`src/rtl/addsub_share_ctrl.sv`:
```
// Round-robin controller sharing one external 3-bit add/sub datapath between NREQ requesters.
// Optional per-requester grant counters are enabled by defining ADDSUB_SHARE_CTRL_STATS_EN.
module addsub_share_ctrl #(
    parameter int unsigned NREQ   = 4,
    parameter int unsigned SETTLE = 2
) (
    input  logic              clk_i,
    input  logic              rst_ni,
    input  logic [NREQ-1:0]   req_valid_i,
    output logic [NREQ-1:0]   req_ready_o,
    input  logic [3*NREQ-1:0] req_a_i,
    input  logic [3*NREQ-1:0] req_b_i,
    input  logic [NREQ-1:0]   req_op_i,
    output logic [NREQ-1:0]   rsp_valid_o,
    input  logic [NREQ-1:0]   rsp_ready_i,
    output logic [3:0]        rsp_result_o,
    output logic              dp_sel_o,
    output logic [2:0]        dp_a_o,
    output logic [2:0]        dp_b_o,
    input  logic [3:0]        dp_result_i,
`ifdef ADDSUB_SHARE_CTRL_STATS_EN
    input  logic              stats_clr_i,
    output logic [8*NREQ-1:0] grant_cnt_o,
`endif
    output logic              busy_o
);

    localparam int unsigned IdxW = $clog2(NREQ);

    typedef enum logic [1:0] {StIdle, StSettle, StResp} state_e;

    state_e            state_q, state_d;
    logic [IdxW-1:0]   ptr_q, ptr_d;
    logic [IdxW-1:0]   gnt_q, gnt_d;
    logic [3:0]        cnt_q, cnt_d;
    logic              dp_sel_q, dp_sel_d;
    logic [2:0]        dp_a_q, dp_a_d;
    logic [2:0]        dp_b_q, dp_b_d;
    logic [3:0]        rsp_result_q, rsp_result_d;

    logic              win_found;
    logic [IdxW-1:0]   win_idx;
    logic [IdxW-1:0]   cand;

    // First valid requester starting from the round-robin pointer.
    always_comb begin
        win_found = 1'b0;
        win_idx   = '0;
        cand      = '0;
        for (int unsigned k = 0; k < NREQ; k++) begin
            cand = IdxW'((32'(ptr_q) + k) % NREQ);
            if (!win_found && req_valid_i[cand]) begin
                win_found = 1'b1;
                win_idx   = cand;
            end
        end
    end

    always_comb begin
        state_d      = state_q;
        ptr_d        = ptr_q;
        gnt_d        = gnt_q;
        cnt_d        = cnt_q;
        dp_sel_d     = dp_sel_q;
        dp_a_d       = dp_a_q;
        dp_b_d       = dp_b_q;
        rsp_result_d = rsp_result_q;
        req_ready_o  = '0;
        rsp_valid_o  = '0;
        case (state_q)
            StIdle: begin
                if (win_found) begin
                    req_ready_o[win_idx] = 1'b1;
                    dp_a_d   = req_a_i[3*win_idx +: 3];
                    dp_b_d   = req_b_i[3*win_idx +: 3];
                    dp_sel_d = req_op_i[win_idx];
                    cnt_d    = 4'(SETTLE - 1);
                    gnt_d    = win_idx;
                    state_d  = StSettle;
                end
            end
            StSettle: begin
                if (cnt_q == 4'd0) begin
                    rsp_result_d = dp_result_i;
                    state_d      = StResp;
                end else begin
                    cnt_d = cnt_q - 4'd1;
                end
            end
            StResp: begin
                rsp_valid_o[gnt_q] = 1'b1;
                if (rsp_ready_i[gnt_q]) begin
                    ptr_d   = (gnt_q == IdxW'(NREQ - 1)) ? '0 : gnt_q + 1'b1;
                    state_d = StIdle;
                end
            end
            default: state_d = StIdle;
        endcase
    end

    always_ff @(posedge clk_i or negedge rst_ni) begin
        if (!rst_ni) begin
            state_q      <= StIdle;
            ptr_q        <= '0;
            gnt_q        <= '0;
            cnt_q        <= '0;
            dp_sel_q     <= 1'b0;
            dp_a_q       <= '0;
            dp_b_q       <= '0;
            rsp_result_q <= '0;
        end else begin
            state_q      <= state_d;
            ptr_q        <= ptr_d;
            gnt_q        <= gnt_d;
            cnt_q        <= cnt_d;
            dp_sel_q     <= dp_sel_d;
            dp_a_q       <= dp_a_d;
            dp_b_q       <= dp_b_d;
            rsp_result_q <= rsp_result_d;
        end
    end

    assign dp_sel_o     = dp_sel_q;
    assign dp_a_o       = dp_a_q;
    assign dp_b_o       = dp_b_q;
    assign rsp_result_o = rsp_result_q;
    assign busy_o       = (state_q != StIdle);

`ifdef ADDSUB_SHARE_CTRL_STATS_EN
    logic [NREQ-1:0][7:0] gcnt_q, gcnt_d;

    // Clear takes priority over a coincident accept; counters saturate at 255.
    always_comb begin
        gcnt_d = gcnt_q;
        if (stats_clr_i) begin
            gcnt_d = '0;
        end else if (state_q == StIdle && win_found && gcnt_q[win_idx] != 8'hFF) begin
            gcnt_d[win_idx] = gcnt_q[win_idx] + 8'd1;
        end
    end

    always_ff @(posedge clk_i or negedge rst_ni) begin
        if (!rst_ni) begin
            gcnt_q <= '0;
        end else begin
            gcnt_q <= gcnt_d;
        end
    end

    assign grant_cnt_o = gcnt_q;
`endif

endmodule

```
`config.mk`:
```
export PLATFORM = sky130hd
export DESIGN_NAME = addsub_share_ctrl
export DESIGN_NICKNAME = d
export VERILOG_FILES = /design/src/rtl/addsub_share_ctrl.sv
export SDC_FILE = /design/constraint.sdc
export NUM_CORES = 1
export LEC_CHECK = 0
export ABC_AREA = 1
export ABC_CLOCK_PERIOD_IN_PS = 2100
export CAP_MARGIN = 5
export CORE_UTILIZATION = 55
export DETAILED_ROUTE_END_ITERATION = 12
export DONT_BUFFER_PORTS = 1
export PLACE_DENSITY = 0.69
export SYNTH_ARGS = -nofsm -noshare
export SYNTH_HDL_FRONTEND = slang
export SYNTH_SLANG_ARGS = --single-unit
```
`constraint.sdc`:
```
create_clock -name clk_i -period 2.1 [get_ports clk_i]
set_clock_uncertainty 0.05 [all_clocks]
set_input_delay 0.42 -clock clk_i [delete_from_list [all_inputs] [get_ports clk_i]]
set_output_delay 0.42 -clock clk_i [all_outputs]
set_load 0.05 [all_outputs]
```
==> run_results.csv, run 1 <==
group,metric,value,unit
setup_path,startpoint_type,"register",
cts,ctsHtreeMaxLevel,1,
cts,clk_pin_slew_worst_paths,0.12,ns
cells_and_area,layout_commonest_cell,"nand2_1",
run_status,violations,"setup timing",
setup_path,worstPathMaxFanout,9,
cts,clock_latency,0.30,ns
synth,syn_area,1630,µm²
synth,async_reset_ff_share,100,%
sta,slew_headroom,32.3,%
cells_and_area,drive_above_1_share,36.2,%
sta,finalCriticalPeriod,2.45,ns
placement,dp_slack,-0.0676,ns
placement,gp_congestion,0.876,
cts,clockBufferDepth,2,
cells_and_area,stdcell_area,2250,µm²
synth,synth-seq-cells,21,
detailed_routing,drt_iter0_drc,60,
cells_and_area,layout.nets,338,
global_routing,grt_usage,27.1,%
sta,setup_slack,-0.355,ns
sta,setup_tns,-1.39,ns
worst_hold_path,hold_class,"in -> reg",
floorplan,die_width,56.5,µm
sta,hold_viol_final,0,
placement,dp_hpwl,3210,µm
setup_path,slowest_stage,"dfrtp_2",
detailed_routing,wl,4320,µm
synth,syn_area_per_cell,6.63,µm²
sta,finalSetupViolations,4,
synth,yosys.area.top_type,"dfrtp_1",
global_routing,overflow,0,
detailed_routing,drt-vias-per-instance,5.28,
setup_path,crit_path_max_incr_delay,0.47,ns
global_routing,grt_max_degree,22,
cells_and_area,area_growth,37.8,%
synth,synth_top_cell_area_share,32.2,%
floorplan,die-area,3190,µm²
synth,synth_ff_type,"dfrtp_1",
cts,cts_tree,"done",
floorplan,core_area,2780,µm²
setup_path,crit_chain,"inv_4, nand2_1, nand2_2, nand2_1, o21ai_2, nand3b_1, nand2_4, inv_6, nand3_4, nor2_4, buf_12",
placement,io_buffers,0,
sta,fmax,407,MHz
setup_path,worstSetupEndpointType,"primary output",
synth,synthesis.instances,246,
cts,cts_root_buf,"clkbuf_4",
sta,finalCritPeriodShare,117,%
detailed_routing,drtAntennaViolNets,0,
cells_and_area,n_antenna_cell,0,
sta,hold_ws,0.215,ns
synth,yosysWarnings,0,
global_routing,grt_pass1_wl,6890,µm
synth,synth-edff-count,0,
cells_and_area,final_cell_mix,"nand2_1 (61), inv_1 (42), buf_4 (31)",
sta,tightestPinTransition,1.01,ns
detailed_routing,wl_per_cell,13.4,µm
floorplan,num_io_pins,62,
floorplan,num_rows,19,
cells_and_area,multi_input_area,1040,µm²
cells_and_area,nFillCells,211,
floorplan,die-height,56.5,µm
setup_path,critPathArrivalTime,1.98,ns
cts,cts_buffers,3,
floorplan,start_util,58.7,%
synth,synth_nets,293,
sta,rsz0062_at_grt,"yes",
run_status,status,"finished, violations left",
detailed_routing,first_pass_iters,5,
synth,synth.distinct_cells,28,
synth,yosys-top-cells-area,"dfrtp_1 (32%), nand2_1 (18%), inv_1 (10%)",
detailed_routing,drc_errors,0,
global_routing,antenna_found_initial,0,
cells_and_area,seqCellArea,527,µm²
cts,cts.sinks,21,
global_routing,grt_pass1_vias,1616,
setup_path,cp_common_cell,"nand2_1",
setup_path,critPathKind,"reg -> out",
setup_path,cp_data_required_time,1.63,ns
synth,yosysSeqAreaShare,32.2,%
run,maxCapViolations,0,
detailed_routing,num_vias,1696,
placement,dpl_cell_area,1980,µm²
sta,maxSlewViolCount,0,
## metrics by stage
stage | util (%) | instances
2_1_floorplan | - | 246
3_3_place_gp | 71.2 | 304
3_5_place_dp | 71.2 | 304
4_1_cts | 73.6 | 312
5_1_grt | 80.8 | 321
6_report | 80.8 | 321
## Yosys cell counts, types with 4 or more instances
master and number:
nand3_1 31, dfrtp_1 21, inv_1 44, mux2_2 4, inv_2 4, nand2_1 79, nand2_2 5, nor2_1 16
ha_1 5, a21oi_1 4, o21ai_0 4
## layout make-up
class                           count  area share, %
Timing Repair Buffer               45           18.9
Clock buffer                        3           1.00
Multi-Input combinational cell    172           46.3
Tap cell                           31           1.73
Clock inverter                      1          0.223
Inverter                           48           8.46
Sequential cell                    21           23.4
## sequential cells by signal, summed over array words and instances, names as in the netlist
signal        cells
cnt_q             4
dp_a_o            3
gnt_q             2
dp_b_o            3
state_q           2
ptr_q             2
dp_sel_o          1
rsp_result_o      4
## timing repair
| action | CTS | global route |
|---|---|---|
| endpoints found under the hold margin | 21 | 0 |
| hold buffers | 1 | 0 |
| setup endpoints to repair | 4 | 11 |
| pin swaps | 1 | 16 |
| gates cloned | 0 | 1 |
| setup buffers | 3 | 9 |
| gates resized for setup | 2 | 42 |
## final timing paths
path	from	to	slack, ns	cells after the start
max in group asynchronous	rst_ni	ptr_q[0]	0.65	1
min in group asynchronous	rst_ni	dp_b_o[2]	0.68	1
setup / recovery	ptr_q[0]	req_ready_o[1]	-0.35	11
hold / removal	dp_result_i[3]	rsp_result_o[3]	0.22	1
setup reg to reg	ptr_q[0]	cnt_q[0]	0.06	13
hold reg to reg	cnt_q[0]	cnt_q[0]	0.44	1
## per-layer routing
layer | share of wire, % | track usage (%)
met1 | 41 | 32.1
met2 | 53 | 50.8
met3 | 5.1 | 3.69
met4 | 1.7 | 6.97
met5 | 0 | 0
## cell families (layout without fill, tap and decap cells)
family / count (synthesis) / in the layout / synth area share, %
buf+inv: 53 / 97 / 13.5
xor+xnor: 1 / 1 / 0.537
simple gates: 148 / 148 / 41.9
fa+ha+maj: 5 / 5 / 3.83
flops: 21 / 21 / 32.2
compound gates: 14 / 14 / 5.21
mux: 4 / 4 / 2.76
## critical path, delay by kind of cell, from the launching register on
kind	cells	cell delay, ns
AO/OA/AOI/OAI	1	0.07
buffers and inverters	3	0.38
flip-flops	1	0.47
AND/OR/NAND/NOR	7	0.75
Power of run 1 is not shown: default switching activity piles up to over one toggle a cycle in this logic, so the estimate is an artifact.
==> run 2, diff against run 1 <==
Settings changed: ABC_CLOCK_PERIOD_IN_PS 2100 to 2600.
Clock period 2.1 ns to 2.6 ns, I/O delays scaled along.
==> run_results.csv, run 2 (synthesis results as in run 1) <==
group,metric,value,unit
floorplan,num_rows,19,
sta,tightestPinTransition,0.912,ns
setup_path,worstPathMaxFanout,6,
global_routing,antenna_found_initial,0,
global_routing,grt_pass1_vias,1417,
sta,setup_slack,-0.00275,ns
detailed_routing,wl_per_cell,12.1,µm
cells_and_area,seqCellArea,527,µm²
detailed_routing,drc_errors,0,
floorplan,die-height,56.5,µm
run_status,status,"finished, violations left",
detailed_routing,drtAntennaViolNets,0,
worst_hold_path,hold_class,"in -> reg",
cts,clk_pin_slew_worst_paths,0.11,ns
cells_and_area,utilization,73.6,%
floorplan,start_util,58.7,%
detailed_routing,drt_iter0_drc,59,
cells_and_area,nFillCells,237,
setup_path,critPathKind,"reg -> out",
placement,io_buffers,0,
floorplan,die_width,56.5,µm
cells_and_area,area_growth,25.5,%
cells_and_area,n_antenna_cell,0,
sta,rsz0062_at_grt,"yes",
sta,hold_viol_final,0,
cts,clock_latency,0.29,ns
floorplan,num_io_pins,62,
cts,cts_tree,"done",
detailed_routing,first_pass_iters,4,
placement,gp_congestion,0.831,
cells_and_area,multi_input_area,980,µm²
cts,clockBufferDepth,2,
cts,cts_root_buf,"clkbuf_4",
cells_and_area,drive_above_1_share,30.5,%
sta,maxSlewViolCount,0,
global_routing,grt_max_degree,22,
setup_path,cp_common_cell,"nor2_4",
cts,cts_buffers,3,
setup_path,crit_chain,"buf_6, nand2_1, nand2_1, nand2_2, nand2_2, nor2_4, nand2_2, nor2_4, nor2_4, nor2_4, inv_2, nor2_4, buf_12",
sta,finalSetupViolations,1,
setup_path,worstSetupEndpointType,"primary output",
detailed_routing,num_vias,1607,
setup_path,slowest_stage,"dfrtp_2",
sta,finalCriticalPeriod,2.60,ns
setup_path,startpoint_type,"register",
run,maxCapViolations,0,
global_routing,overflow,0,
floorplan,die-area,3190,µm²
cells_and_area,layout.nets,327,
sta,fmax,384,MHz
sta,slew_headroom,39.0,%
setup_path,cp_data_required_time,2.03,ns
global_routing,grt_pass1_wl,5820,µm
setup_path,crit_path_max_incr_delay,0.45,ns
setup_path,critPathArrivalTime,2.03,ns
cells_and_area,final_cell_mix,"nand2_1 (66), inv_1 (43), nand3_1 (29)",
placement,dp_hpwl,2570,µm
floorplan,core_area,2780,µm²
sta,finalCritPeriodShare,100,%
run_status,violations,"setup timing",
global_routing,grt_usage,22.6,%
cts,cts.sinks,21,
detailed_routing,drt-vias-per-instance,5.18,
detailed_routing,wl,3750,µm
cells_and_area,layout_commonest_cell,"nand2_1",
cts,ctsHtreeMaxLevel,1,
==> run 2: what timing repair did <==
| action | in CTS | in global routing |
|---|---|---|
| hold buffers | 1 | 0 |
| resized for setup | 14 | 23 |
| buffers inserted | 7 | 14 |
| hold endpoints to repair | 21 | 0 |
| endpoints found under the setup margin | 4 | 4 |
| pin swaps | 4 | 16 |
==> run 2: per-layer routing <==
metal	part of all wire, %	track usage (%)	routed length (µm)
met1	44	29.6	1650
met2	50	39.3	1890
met3	5.0	4.15	186
met4	0.83	3.48	31
met5	0	0	0
==> run 2: area by class of cell <==
type	instances	area share, %
clock buffers	4	1.28
inverters	48	9.16
multi-input cells	172	47.8
flip-flops and latches	21	25.7
well taps	31	1.89
repair buffers	34	14.1
==> run 2: through the flow <==
| step | cells | setup slack, ns | TNS (ns) | instance area [µm²] | hold slack (ns) |
|---|---|---|---|---|---|
| global placement | 284 | 0.114 | 0 | 1740 | 0.175 |
| global route | 310 | -0.0989 | -0.328 | 2050 | 0.303 |
| CTS | 296 | -0.00295 | -0.00295 | 1870 | 0.311 |
| floorplan | 246 | -0.0163 | -0.0325 | 1630 | 0.174 |
| detailed placement | 284 | 0.0676 | 0 | 1740 | 0.175 |
| finish | 310 | -0.00275 | -0.00275 | 2050 | 0.323 |
==> run 2: worst paths after layout <==
| check | startpoint | to | slack (ns) | depth (start not counted) |
|---|---|---|---|---|
| setup / recovery | ptr_q[0] | req_ready_o[3] | -0.003 | 13 |
| hold / removal | dp_result_i[2] | rsp_result_o[2] | 0.32 | 1 |
| setup reg to reg | ptr_q[0] | cnt_q[0] | 0.40 | 14 |
| hold reg to reg | cnt_q[0] | cnt_q[0] | 0.44 | 1 |
| max in group asynchronous | rst_ni | ptr_q[0] | 1.15 | 1 |
| min in group asynchronous | rst_ni | state_q[1] | 0.74 | 1 |
==> run 2: worst max-delay path: cells and delay by family (launching register included) <==
kind | cells | cell delay [ns]
AND/OR/NAND/NOR | 10 | 0.95
flip-flops | 1 | 0.45
buffers and inverters | 3 | 0.34
Power of run 2 is left out for the same reason.
